[src/rtl/fpadd_wb_stage.sv]
// ---------------------------------------------------------------------------
// fpadd_wb_stage
//
// Registered writeback stage sitting directly behind the combinational fpadd
// unit. Each fpadd result is captured together with its exception flags, its
// denormal indication and its destination tag. Entries are held in a
// two-entry skid buffer (head + skid). Because of the second entry, in_ready
// can come straight from a flop. The stage also keeps the architectural
// sticky exception flags and a saturating count of denormal results. Both
// are updated only when an entry commits to the register-file write port.
//
// Parameters
//   WIDTH  result width
//   TAG_W  destination-register tag width
//   CNT_W  width of the saturating denormal-result counter
//
// Ports
//   clk         clock, all state updates on the rising edge
//   reset       asynchronous, active-low reset
//   in_valid    fpadd output valid
//   in_ready    stage can accept (registered)
//   in_result   fpadd result
//   in_flags    fpadd flags {NV, DZ, OF, UF, NX}
//   in_denorm   fpadd denormal-result indication
//   in_tag      destination tag travelling with the operation
//   out_valid   head entry valid
//   out_ready   register file accepts the head entry
//   out_result  head entry result
//   out_flags   head entry flags
//   out_denorm  head entry denorm bit
//   out_tag     head entry tag
//   fflags_clr  clear the sticky flags (CSR write)
//   fflags      sticky OR of the flags of all committed entries
//   denorm_cnt  saturating count of committed entries with denorm set
// ---------------------------------------------------------------------------
module fpadd_wb_stage #(
  parameter int WIDTH = 64,
  parameter int TAG_W = 5,
  parameter int CNT_W = 16
) (
  input  logic             clk,
  input  logic             reset,
  input  logic             in_valid,
  output logic             in_ready,
  input  logic [WIDTH-1:0] in_result,
  input  logic [4:0]       in_flags,
  input  logic             in_denorm,
  input  logic [TAG_W-1:0] in_tag,
  output logic             out_valid,
  input  logic             out_ready,
  output logic [WIDTH-1:0] out_result,
  output logic [4:0]       out_flags,
  output logic             out_denorm,
  output logic [TAG_W-1:0] out_tag,
  input  logic             fflags_clr,
  output logic [4:0]       fflags,
  output logic [CNT_W-1:0] denorm_cnt
);

  // Buffer occupancy states
  localparam logic [1:0] S_EMPTY = 2'd0;
  localparam logic [1:0] S_ONE   = 2'd1;
  localparam logic [1:0] S_TWO   = 2'd2;

  logic [1:0]       state_q;
  logic [1:0]       state_d;
  logic             in_ready_q;

  logic [WIDTH-1:0] head_result_q;
  logic [4:0]       head_flags_q;
  logic             head_denorm_q;
  logic [TAG_W-1:0] head_tag_q;

  logic [WIDTH-1:0] skid_result_q;
  logic [4:0]       skid_flags_q;
  logic             skid_denorm_q;
  logic [TAG_W-1:0] skid_tag_q;

  logic [4:0]       fflags_q;
  logic [4:0]       fflags_d;
  logic [CNT_W-1:0] denorm_cnt_q;

  logic             head_valid;
  logic             accept;
  logic             commit;
  logic             load_head_in;
  logic             load_head_skid;
  logic             load_skid;
  logic             cnt_inc;

  // The head holds a valid entry in both ONE and TWO; any undefined
  // encoding is treated as empty and is steered back to EMPTY below.
  assign head_valid = (state_q == S_ONE) || (state_q == S_TWO);
  assign accept     = in_valid & in_ready_q;
  assign commit     = head_valid & out_ready;

  // Next-state and load-enable decode. A simultaneous accept and commit in
  // ONE replaces the head in place, so the skid is only used when the
  // register file stalls.
  always_comb begin
    state_d        = state_q;
    load_head_in   = 1'b0;
    load_head_skid = 1'b0;
    load_skid      = 1'b0;
    case (state_q)
      S_EMPTY: begin
        if (accept) begin
          state_d      = S_ONE;
          load_head_in = 1'b1;
        end
      end
      S_ONE: begin
        if (accept && commit) begin
          load_head_in = 1'b1;
        end else if (accept) begin
          state_d   = S_TWO;
          load_skid = 1'b1;
        end else if (commit) begin
          state_d = S_EMPTY;
        end
      end
      S_TWO: begin
        if (commit) begin
          state_d        = S_ONE;
          load_head_skid = 1'b1;
        end
      end
      default: begin
        state_d = S_EMPTY;
      end
    endcase
  end

  // Occupancy state. in_ready is recomputed from the next state, so it is a
  // plain flop output and never depends combinationally on out_ready.
  always_ff @(posedge clk or negedge reset) begin
    if (!reset) begin
      state_q    <= S_EMPTY;
      in_ready_q <= 1'b1;
    end else begin
      state_q    <= state_d;
      in_ready_q <= (state_d != S_TWO);
    end
  end

  // Head payload: filled from the input, or from the skid when the buffer
  // drains out of TWO. The payload is always captured as one unit.
  always_ff @(posedge clk or negedge reset) begin
    if (!reset) begin
      head_result_q <= '0;
      head_flags_q  <= '0;
      head_denorm_q <= 1'b0;
      head_tag_q    <= '0;
    end else if (load_head_in) begin
      head_result_q <= in_result;
      head_flags_q  <= in_flags;
      head_denorm_q <= in_denorm;
      head_tag_q    <= in_tag;
    end else if (load_head_skid) begin
      head_result_q <= skid_result_q;
      head_flags_q  <= skid_flags_q;
      head_denorm_q <= skid_denorm_q;
      head_tag_q    <= skid_tag_q;
    end
  end

  // Skid payload: only written when an entry arrives while the head is
  // stalled.
  always_ff @(posedge clk or negedge reset) begin
    if (!reset) begin
      skid_result_q <= '0;
      skid_flags_q  <= '0;
      skid_denorm_q <= 1'b0;
      skid_tag_q    <= '0;
    end else if (load_skid) begin
      skid_result_q <= in_result;
      skid_flags_q  <= in_flags;
      skid_denorm_q <= in_denorm;
      skid_tag_q    <= in_tag;
    end
  end

  // The clear applies to the old value only, so flags committing in the
  // same cycle as a CSR clear are kept.
  assign fflags_d = (fflags_clr ? 5'b0 : fflags_q) | (commit ? head_flags_q : 5'b0);

  always_ff @(posedge clk or negedge reset) begin
    if (!reset) begin
      fflags_q <= '0;
    end else begin
      fflags_q <= fflags_d;
    end
  end

  // The denormal counter holds at all-ones instead of wrapping. It is not
  // tied to the CSR flag clear.
  assign cnt_inc = commit & head_denorm_q & (denorm_cnt_q != {CNT_W{1'b1}});

  always_ff @(posedge clk or negedge reset) begin
    if (!reset) begin
      denorm_cnt_q <= '0;
    end else if (cnt_inc) begin
      denorm_cnt_q <= denorm_cnt_q + CNT_W'(1);
    end
  end

  assign in_ready   = in_ready_q;
  assign out_valid  = head_valid;
  assign out_result = head_result_q;
  assign out_flags  = head_flags_q;
  assign out_denorm = head_denorm_q;
  assign out_tag    = head_tag_q;
  assign fflags     = fflags_q;
  assign denorm_cnt = denorm_cnt_q;

endmodule

[config.mk]
export PLATFORM = sky130hd
export DESIGN_NAME = fpadd_wb_stage
export DESIGN_NICKNAME = d
export VERILOG_FILES = /design/src/rtl/fpadd_wb_stage.sv
export SDC_FILE = /design/constraint.sdc
export NUM_CORES = 1
export LEC_CHECK = 0
export ABC_AREA = 1
export ABC_CLOCK_PERIOD_IN_PS = 1820
export CORE_ASPECT_RATIO = 0.6
export CORE_MARGIN = 2
export CORE_UTILIZATION = 50
export DETAILED_ROUTE_END_ITERATION = 10
export PLACE_DENSITY = 0.8
export SYNTH_ARGS = -nofsm -noshare
export SYNTH_HDL_FRONTEND = slang
export SYNTH_SLANG_ARGS = --single-unit
[constraint.sdc]
create_clock -name clk -period 1.82 [get_ports clk]
set_input_delay 0.364 -clock clk [delete_from_list [all_inputs] [get_ports clk]]
set_output_delay 0.364 -clock clk [all_outputs]
set_load 0.02 [all_outputs]
==> Yosys cells after proc, flatten, opt, wreduce, memory -nomap -nowiden <==
Index checks and enable logic that the tools add are counted.
{ "totals": {"reg_bits": 174, "in_bits": 80, "output_inout_bits": 98, "wordCells": 49} }
{ "op_classes": {"addsub": 1, "n_eq_ne": 4, "mux": 23, "bitwise": 5, "n_reduce_logical": 4} }
{ "ops": {"columns": ["cell", "n"], "rows": [
  ["two-way mux 64 bit", 2],
  ["two-way mux 5 bit", 6],
  ["adder 16 x 1 -> 16 bit (second input constant)", 1],
  ["inequality test 16 bit (second input constant)", 1],
  ["two-way mux 2 bit", 5],
  ["two-way mux 1 bit", 8],
  ["case mux 2 bit (3 select lines)", 1],
  ["OR 5 bit", 1],
  ["bitwise AND 1 bit", 4],
  ["equality test 2 x 1 -> 1 bit (second input constant)", 1],
  ["equality test 2 bit (second input constant)", 1],
  ["logical NOT 2 bit", 1],
  ["inequality test 2 bit (second input constant)", 1],
  ["case mux 1 bit (2 select lines)", 1],
  ["nonzero test 2 bit", 1],
  ["logical AND 1 bit", 1],
  ["logical OR 1 bit", 1]
]} }

==> Logic depth before layout (Yosys ltp) <==
{ "logic_depth": {"ltp_word": 8, "mapped_depth": 11, "depth_no_buf": 9} }

==> Worst setup path after synthesis <==
No wires, ideal clock.
{ "synth_timing": {"path_kind": "register to register", "from": "register state_q[1]", "to": "register skid_result_q[17]", "setup_time_ns": 0.125, "t_arrival_ns": 1.731, "t_required_ns": 1.695, "setup_slack_ns": -0.036, "stages_incl_launch_ff": 8, "n_path_buf": 2, "period_less_slack_ns": 1.856, "cell_sequence": "dfrtp_1 -> inv_1 -> ha_1 -> nand2_2 -> nand3_1 -> buf_4 -> buf_6 -> mux2_2"} }
{ "synth_via": {"elab_chain_cells": 6, "elab_cells_between_ends": 7, "classes_between": "2 x eq/ne; 2 x mux; 1 x bitwise; 2 x reduce/logical"} }
{ "synth_lines": {"columns": ["item", "line", "source"], "rows": [
  ["from (decl)", "65", "logic [1:0] state_q;"],
  ["from (signal assigned)", "141", "state_q <= state_d;"],
  ["equality test 2 x 1 -> 1 bit / equality test 2 bit (equally long branches)", "93", "assign head_valid = (state_q == S_ONE) || (state_q == S_TWO);"],
  ["logical OR 1 bit *", "93", null],
  ["via out_valid", "49", "output logic out_valid,"],
  ["bitwise AND 1 bit *", "95", "assign commit = head_valid & out_ready;"],
  ["logical AND 1 bit *", "113", "if (accept && commit) begin"],
  ["two-way mux 1 bit *", "113", null],
  ["two-way mux 1 bit *", "105", "case (state_q)"],
  ["to (signal assigned)", "176", "skid_result_q <= in_result;"],
  ["to (decl)", "74", "logic [WIDTH-1:0] skid_result_q;"]
]} }
The timed path passes the listed nets; every way through them passes the cells marked *.
A chain may end at the register's enable or synchronous reset.

==> Worst setup path in the final report <==
{ "layout_timing": {"from": "register head_result_q[58], in the netlist out_result[58]", "to": "output port out_result[58]"} }
{ "layout_lines": {"columns": ["item", "line", "source"], "rows": [
  ["from (decl)", "69", "logic [WIDTH-1:0] head_result_q;"],
  ["from (signal assigned)", "155", "head_result_q <= in_result;"],
  ["from (signal assigned)", "160", "head_result_q <= skid_result_q;"],
  ["to (decl)", "51", "output logic [WIDTH-1:0] out_result,"]
]} }
No word-level cell between the ends.

==> run_results.csv <==
group,metric,value,unit
outcome,status,"complete, no violations",
timing,slew_violations,0,
timing,finalCriticalPeriod,1.783,ns
worst_setup_path,slowest_delay,0.62,ns
die,num_rows,34,
die,fp.dieH,99.85,µm
cts,clockBufferDepth,2,
cts,clkLatencyLatePin,0.42,ns
synth,synth_cells,769,
global_routing,grt_pass1_vias,6131,
routing,vias_per_cell,5.357,
timing,setup_ws,0.03700,ns
worst_setup_path,cpLargestDelayFamily,"buffers and inverters",
finish,design_area,0.01060,mm²
synth,yosysSeqAreaShare,0.5689,
global_routing,grt_pass1_wl,32280,µm
die,num_io_pins,178,
timing,finalSetupViolCount,0,
finish,fin_cells,1172,
worst_setup_path,worst-setup-path-type,"flip-flop to output port",
timing,tightest_slew,0.4000,ns
cts,clock_sinks,174,
worst_setup_path,endpoint_kind,"output port",
power,powerDensity,1806,mW/mm²
cts,cts.clk_slew.worst_paths,0.07,ns
timing,fmax,0.5609,GHz
finish,fin_util,0.7200,
routing,postRouteAntennaNets,0,
power,total_leakage_power,5.064,nW
worst_setup_path,slowest_stage,"clkdlybuf4s50_1",
routing,first_pass_iters,5,
die,start_util,0.5201,
finish,layout.nets,1047,
place,io_buffers,177,
synth,ys_ff_latch,174,
global_routing,antenna_found_initial,0,
routing,drc,0,
synth,yosys.cell_types.count,25,
synth,synth.top_cell.area_share,0.5655,
power,power.total,19.14,mW
finish,drive_above_1_share,0.1663,
global_routing,overflow,0,
global_routing,groute.usage.overall,0.2560,
synth,synthFlopType,"dfrtp_1",
place,dpl.hpwl,13750,µm
synth,yosysMostFrequentCell,"nand2_1",
worst_setup_path,start_kind,"flip-flop",
synth,synth_top_cell_by_area,"dfrtp_1",
worst_hold_path,min_path_type,"input port to async pin",
timing,relSlewSlack,0.7334,
routing,totalWireLength,20550,µm
place,place.gp.congestion,0.8601,
cts,cts_buffers,17,
place,dp.cells,1134,
routing,vias,6278,
power,vdd_drop_max,981.0,µV
cts,cts_tree,"yes",
finish,antennaDiodeCount,0,
worst_setup_path,cp_max_fo,2,
synth,ys_top_cells_by_area,"dfrtp_1 57%, nand2_1 11%, nand3_1 11%",
place,dp_slack,-0.1094,ns
synth,synth_warnings,0,
cts,htreeDepth,4,
synth,syn-num-nets,854,
finish,area_growth,38.42,%
timing,hold_viol,0,
cts,cts_root_buf,"clkbuf_16",
worst_setup_path,path_buf_inv,1,
timing,skew,0.009567,ns
worst_setup_path,critPathArrivalTime,1.42,ns
synth,synthArstFlopShare,1.000,
routing,drt_iter0_drc,501,
synth,syn_area_per_cell,9.956,µm²
place,placed_area,0.009848,mm²
timing,finalCritPeriodShare,0.9797,
die,core_area,0.01472,mm²
worst_setup_path,worstPathCellList,"clkdlybuf4s50_1",
die,dieWidth,163.8,µm
synth,synth_area,0.007656,mm²
run,cap_violations,0,
synth,synthTopCellsByCount,"232 x nand2_1, 173 x dfrtp_1, 163 x nand3_1",
timing,hold_slack,0.4082,ns
synth,synth_edf_count,0,
die,die-area,0.01635,mm²
timing,final.setup.tns,0,ns
routing,wl_per_cell,17.53,µm
global_routing,grt_max_degree,55,
worst_setup_path,required,1.46,ns
-- cells by family (layout without fill, tap and decap cells) --
logic type,after synthesis,in the layout,share of synthesized area
AND/OR/NAND/NOR,426,426,0.2420
flip-flops,174,174,0.5689
multiplexers,75,75,0.1103
buffers and inverters,69,274,0.05230
AO/OA/AOI/OAI,13,13,0.01030
XOR/XNOR,7,7,0.008008
adder cells (fa/ha/maj),5,5,0.008171
-- cell type report --
class | instances | area, µm²
Clock buffer | 20 | 456.7
Clock inverter | 11 | 133.9
Fill cell | 1085 | 4121
Inverter | 27 | 101.3
Multi-Input combinational cell | 526 | 2950
Sequential cell | 174 | 4355
Tap cell | 198 | 247.7
Timing Repair Buffer | 216 | 2352
-- placed cells by master (no fill, tap or decap), types with 17 or more instances in the layout --
cell type        Yosys  layout
nand3_1            163     160
clkdlybuf4s50_1      0     131
dfrtp_1            173     173
dlymetal6s2s_1       0      24
buf_4                9      17
dlygate4sd2_1        0      20
mux2_2              71      71
inv_1               23      20
nand2_1            232     232
clkbuf_16            0      18
-- flip-flops by register name (all words and copies together) (netlist names) --
register	count
fflags	5
out_denorm	1
out_result	64
skid_tag_q	5
skid_result_q	64
skid_flags_q	5
in_ready	1
out_tag	5
state_q	2
denorm_cnt	16
skid_denorm_q	1
out_flags	5
-- worst paths after layout --
kind	from	endpoint	slack (ns)	depth (start not counted)
setup / recovery	out_result[58]	out_result[58]	0.04	1
hold / removal	reset	out_result[23]	0.41	2
setup reg to reg	state_q[0]	skid_result_q[8]	0.11	5
hold reg to reg	out_result[14]	out_result[14]	0.50	2
max in group asynchronous	reset	skid_result_q[33]	0.78	3
min in group clk	out_result[14]	out_result[14]	0.50	2
-- timing repair --
item / CTS / global route
hold buffers: 1 / 0
setup buffers: 2 / 2
gates resized for setup: 28 / 30
pin swaps: 1 / 1
endpoints found under the setup margin: 82 / 98
endpoints found under the hold margin: 33 / 0
cloned: 1 / 1
-- power by group --
part,switching (mW),internal [mW]
registers,1.10,5.69
logic,4.50,4.17
clock network,1.57,2.11
total,7.17,12.0
-- per-layer routing --
| metal | vias up | track usage | wire length, µm | part of all wire |
|---|---|---|---|---|
| met5 | - | 0 | 0 | 0 |
| met3 | 22 | 0.07314 | 1919 | 0.093 |
| met2 | 269 | 0.3646 | 8782 | 0.43 |
| met4 | 0 | 0.06815 | 213 | 0.010 |
| li1 | 2936 | - | - | - |
| met1 | 3051 | 0.3857 | 9630 | 0.47 |
No activity file was read; power rests on OpenSTA's default activity.
